[config.mk]
export PLATFORM = sky130hd
export DESIGN_NAME = mem_rr_arbiter_flat
export DESIGN_NICKNAME = d
export VERILOG_FILES = /design/src/rtl/mem_rr_arbiter_if.sv /design/src/rtl/mem_rr_arbiter.sv /design/src/flat_wrapper.sv
export SDC_FILE = /design/constraint.sdc
export NUM_CORES = 1
export LEC_CHECK = 0
export BUFFER_PORTS_ARGS = -buffer_cell sky130_fd_sc_hd__buf_2
export CAP_MARGIN = 5
export CORE_AREA = 2 2 48 50
export DETAILED_ROUTE_END_ITERATION = 10
export DIE_AREA = 0 0 50 52
export GPL_ROUTABILITY_DRIVEN = 0
export PLACE_DENSITY = 0.9
export RECOVER_POWER = 50
export SLEW_MARGIN = 20
export SYNTH_ARGS = -nofsm -noshare
export SYNTH_HDL_FRONTEND = slang
export SYNTH_SLANG_ARGS = --single-unit
[constraint.sdc]
create_clock -name clk -period 2.8 [get_ports clk]
set_input_delay 0 -clock clk [delete_from_list [all_inputs] [get_ports clk]]
set_output_delay 0 -clock clk [all_outputs]
set_load 0.02 [all_outputs]
[src/rtl/mem_rr_arbiter_if.sv]
// Bus bundle between the requesting masters and the SRAM round-robin arbiter.
// The masters drive requests and lock; the arbiter drives grant, chip select and ready.
interface mem_rr_arbiter_if #(
  parameter int N_REQ = 4
);
  logic             skip_wait;
  logic [N_REQ-1:0] read_request;
  logic [N_REQ-1:0] write_request;
  logic [N_REQ-1:0] lock;
  logic [N_REQ-1:0] grant;
  logic [1:0]       grant_id;
  logic             memsel;
  logic             rwbar;
  logic             ready;

  modport master (
    output skip_wait, read_request, write_request, lock,
    input  grant, grant_id, memsel, rwbar, ready
  );

  modport slave (
    input  skip_wait, read_request, write_request, lock,
    output grant, grant_id, memsel, rwbar, ready
  );
endinterface

[src/rtl/mem_rr_arbiter.sv]
// Round-robin arbiter and access sequencer for the shared SRAM port.
// One requester is granted per transfer: IDLE -> ACCESS (wait states) -> DONE (ready pulse).
module mem_rr_arbiter #(
  parameter int N_REQ       = 4,
  parameter int WAIT_STATES = 2
) (
  input  logic               clk,
  input  logic               rst,
  mem_rr_arbiter_if.slave    bus
);

  typedef enum logic [1:0] {
    IDLE   = 2'd0,
    ACCESS = 2'd1,
    DONE   = 2'd2
  } state_t;

  state_t           state;
  logic [1:0]       last;
  logic [1:0]       winner;
  logic             lock_valid;
  logic [1:0]       lock_owner;
  logic [3:0]       count;

  logic [N_REQ-1:0] req_any;
  logic [1:0]       pick;
  logic [1:0]       cand;
  logic             pick_found;

  // A locked owner that is still requesting wins outright; otherwise scan
  // forward from the requester after the last winner, wrapping at N_REQ.
  always_comb begin
    req_any    = bus.read_request | bus.write_request;
    pick       = last;
    cand       = '0;
    pick_found = 1'b0;
    if (lock_valid && req_any[lock_owner]) begin
      pick       = lock_owner;
      pick_found = 1'b1;
    end else begin
      for (int i = 1; i <= N_REQ; i++) begin
        cand = 2'((int'(last) + i) % N_REQ);
        if (!pick_found && req_any[cand]) begin
          pick       = cand;
          pick_found = 1'b1;
        end
      end
    end
  end

  // All outputs are registered; ready is raised only on entry to DONE so it
  // can never last longer than the single DONE cycle.
  always_ff @(posedge clk) begin
    if (!rst) begin
      state        <= IDLE;
      last         <= 2'(N_REQ - 1);
      winner       <= '0;
      lock_valid   <= 1'b0;
      lock_owner   <= '0;
      count        <= '0;
      bus.grant    <= '0;
      bus.grant_id <= '0;
      bus.memsel   <= 1'b0;
      bus.rwbar    <= 1'b1;
      bus.ready    <= 1'b0;
    end else begin
      case (state)
        IDLE: begin
          bus.ready <= 1'b0;
          if (lock_valid && !req_any[lock_owner]) begin
            lock_valid <= 1'b0;
          end
          if (|req_any) begin
            state        <= ACCESS;
            winner       <= pick;
            bus.grant    <= N_REQ'(1) << pick;
            bus.grant_id <= pick;
            bus.memsel   <= 1'b1;
            bus.rwbar    <= ~bus.write_request[pick];
            count        <= bus.skip_wait ? 4'd0 : 4'(WAIT_STATES);
          end
        end

        ACCESS: begin
          if (count == 4'd0) begin
            state     <= DONE;
            bus.ready <= 1'b1;
          end else begin
            count <= count - 4'd1;
          end
        end

        DONE: begin
          state        <= IDLE;
          bus.ready    <= 1'b0;
          bus.grant    <= '0;
          bus.grant_id <= '0;
          bus.memsel   <= 1'b0;
          bus.rwbar    <= 1'b1;
          last         <= winner;
          lock_valid   <= bus.lock[winner];
          lock_owner   <= winner;
        end

        default: begin
          state <= IDLE;
        end
      endcase
    end
  end

endmodule

[src/flat_wrapper.sv]
// flat-port wrapper written by rule: the top's interface ports become plain ports
module mem_rr_arbiter_flat 
#(
  parameter int N_REQ       = 4,
  parameter int WAIT_STATES = 2
)
  (clk, rst, bus_skip_wait, bus_read_request, bus_write_request, bus_lock, bus_grant, bus_grant_id, bus_memsel, bus_rwbar, bus_ready);
  mem_rr_arbiter_if #(.N_REQ(N_REQ)) bus_i ();
  input  logic clk;
  input  logic rst;
  input wire logic [$bits(bus_i.skip_wait)-1:0] bus_skip_wait;
  input wire logic [$bits(bus_i.read_request)-1:0] bus_read_request;
  input wire logic [$bits(bus_i.write_request)-1:0] bus_write_request;
  input wire logic [$bits(bus_i.lock)-1:0] bus_lock;
  output wire logic [$bits(bus_i.grant)-1:0] bus_grant;
  output wire logic [$bits(bus_i.grant_id)-1:0] bus_grant_id;
  output wire logic [$bits(bus_i.memsel)-1:0] bus_memsel;
  output wire logic [$bits(bus_i.rwbar)-1:0] bus_rwbar;
  output wire logic [$bits(bus_i.ready)-1:0] bus_ready;
  assign bus_i.skip_wait = bus_skip_wait;
  assign bus_i.read_request = bus_read_request;
  assign bus_i.write_request = bus_write_request;
  assign bus_i.lock = bus_lock;
  assign bus_grant = bus_i.grant;
  assign bus_grant_id = bus_i.grant_id;
  assign bus_memsel = bus_i.memsel;
  assign bus_rwbar = bus_i.rwbar;
  assign bus_ready = bus_i.ready;
  mem_rr_arbiter #(.N_REQ(N_REQ), .WAIT_STATES(WAIT_STATES)) u_core (.clk(clk), .rst(rst), .bus(bus_i));
endmodule
==> results_dict.tcl <==
set metrics [dict create \
    ys_warn_count 0 \
    cts_setup_buffers 0 \
    ys_top_cells_by_area "dfxtp_1 (40%), nand2_1 (5.8%), a21boi_0 (4.1%)" \
    drt_wl_total_um 2310 \
    avgRoutedWirePerCell_um 13.0 \
    status "completed" \
    period_needed_ns 2.07 \
    yosysSeqAreaShare_pct 40.1 \
    numCtsBuffers 3 \
    synth_top_area_share_pct 40.1 \
    drt_iter0_drc 22 \
    grt_pass1_vias 960 \
    ys_ff_latch 22 \
    ctsLongestPathBuffers 2 \
    htree_levels 1 \
    finClkSkew_ns 0.00879 \
    final-setup-viol-count 0 \
    rsz0062_at_grt "no" \
    cap_violations 0 \
    syn_area_sq_mm 0.00110 \
    hold_path_depth 3 \
    peakVddDrop_v 0.000385 \
    diodes 0 \
    drv_slew 0 \
    yosys.area.top_type "dfxtp_1" \
    hold_viol_final 0 \
    clk_pin_slew_ns 0.12 \
    hold_start "bus_write_request[1]" \
    detailroute.via_count 1033 \
    start_util_pct 52.1 \
    ios 24 \
    synth-edff-count 0 \
    max_freq_mhz 483 \
    die_h_um 52 \
    layout_common_cells "dfxtp_1 (22), nand2_1 (17), buf_2 (14)" \
    slew-limit-headroom_pct 77.3 \
    final_nets 168 \
    worst_skew_pair.late_latency_ns 0.31 \
    clkSinkCount 22 \
    ys.flop_type "dfxtp_1" \
    port_buffers 23 \
    r2r_start "u_core.lock_owner[0]" \
    ant_nets 0 \
    power.density_mw_per_mm2 779 \
    p_total_uw 996 \
    cellLeakagePower_uw 0.000522 \
    syn_nets 140 \
    cp-start-kind "register" \
    detail_route.first_pass.iterations 5 \
    track_usage_pct 20.0 \
    clockRootBuffer "clkbuf_4" \
    hold_path_class "input pin to register" \
    antenna_found_initial 0 \
    ys_types 40 \
    fin_crit_sh_pct 73.9 \
    r2r_setup_slack_ns 0.73 \
    end_kind "register" \
    final_area_sq_mm 0.00128 \
    cp_max_fo 6 \
    worstMarginPinSlew_ns 0.337 \
    grt_pass1_wl_um 3960 \
    ctsResizeCount 0 \
    cts_tree "yes" \
    grt_max_degree 17 \
    via_per_inst 5.80 \
    critPathRequiredTime_ns 3.04 \
    hold_end "u_core.bus.rwbar" \
    dp_slack_ns 0.858 \
    hpwl_um 1700 \
    mostFrequentLayoutCell "dfxtp_1" \
    setup_slack_ns 0.730 \
    drive_above_1_share_pct 20.0 \
    placed_area_sq_mm 0.00124 \
    synthCells 123 \
    reg2regPathDepth 6 \
    async_flop_share_pct 0 \
    setup-tns-final_ns 0 \
    rr_endpoint "u_core.bus.rwbar" \
    remaining_drc_errors 0 \
    core_area_sq_mm 0.00211 \
    fp.dieW_um 50 \
    cp.arrival_ns 2.31 \
    crit_type "register to register" \
    rows 17 \
    synth.avg_cell_area_sq_um 8.92 \
    grt_overflow 0 \
    synthToLayoutAreaGrowth_pct 16.5 \
    timing.hold.ws_ns 0.0293 \
    die_area_sq_mm 0.00260 \
]
[final cells by class]
cell class | instances | area (sq um)
inverter | 6 | 22.5
timing repair buffer | 24 | 114
tap | 28 | 35.0
clock buffer | 4 | 36.3
sequential | 22 | 440
multi-input combinational | 94 | 631
fill | 188 | 827
[cell families (layout without fill, tap and decap cells)]
family / after synthesis / count (layout) / share of synthesized area, %
adders and majority gates: 2 / 2 / 2.28
xor gates and xnor gates: 3 / 3 / 2.39
and+or+nand+nor: 50 / 50 / 22.9
buffers and inverters: 7 / 34 / 2.39
AOI/OAI and AO/OA: 35 / 35 / 24.2
muxes: 4 / 4 / 5.70
DFF: 22 / 22 / 40.1
[critical path: stages, from the launching register on]
cell and delay (ns):
dfxtp_1 0.46, nor3_1 0.11, a21oi_1 0.28, o211a_1 0.27
mux2_4 0.36, mux2_4 0.31, a221oi_2 0.22
[Yosys cell counts, types with 2 or more instances]
cell type / instances
a31oi_1: 2
inv_1: 6
nor2_1: 9
a21oi_1: 3
o21ai_0: 3
nor2b_1: 6
mux2_4: 2
a21oi_2: 2
nand3_1: 5
ha_1: 2
nor3_1: 2
a22o_1: 3
o211ai_1: 3
nand2_1: 17
o21a_1: 2
dfxtp_1: 22
a21boi_0: 6
nor4_1: 2
o21ai_1: 2
xnor2_1: 3
nand2b_1: 2
[registers in the layout (all words and copies together) (netlist names)]
name and flops:
u_core.last 2, u_core.bus.rwbar 1, u_core.state 2, u_core.winner 2, u_core.lock_owner 2, u_core.bus.memsel 1
u_core.lock_valid 1, u_core.bus.ready 1, u_core.count 4, u_core.bus.grant 4, u_core.bus.grant_id 2
[timing repair]
action | CTS | global route
hold buffers | 1 | 0
endpoints found under the hold margin | 2 | 0
endpoints found under the setup margin | 0 | 0
[worst max path at each step]
stage                    startpoint          endpoint  slack [ns]  cells after the start
4_1_cts        u_core.lock_owner[0]  u_core.bus.rwbar        0.78                      6
3_5_place_dp   u_core.lock_owner[0]  u_core.bus.rwbar        0.86                      6
2_1_floorplan  u_core.lock_owner[0]  u_core.bus.rwbar        1.00                      6
5_1_grt        u_core.lock_owner[0]  u_core.bus.rwbar        0.63                      6
3_3_place_gp   u_core.lock_owner[0]  u_core.bus.rwbar        0.96                      6
6_report       u_core.lock_owner[0]  u_core.bus.rwbar        0.73                      6
[through the flow]
step           instances  util, %
4_1_cts              178     61.3
2_1_floorplan        123        -
3_3_place_gp         173     59.1
3_5_place_dp         173     59.1
5_1_grt              178     60.7
6_report             178     60.7
[metal layers]
metal / track usage [%] / up-vias / routed length [um]
li1: - / 499 / -
met1: 22.8 / 469 / 992
met2: 35.1 / 54 / 1090
met3: 4.60 / 11 / 178
met4: 9.72 / 0 / 49
met5: 0 / - / 0
[power breakdown]
part | leakage (uW) | switching [uW] | internal, uW
sequential | 0.000180 | 55.2 | 382
combinational | 0.000321 | 220 | 165
clock | 0.0000210 | 95.3 | 79.4
Note: power is estimated with default switching activity, not from simulation.
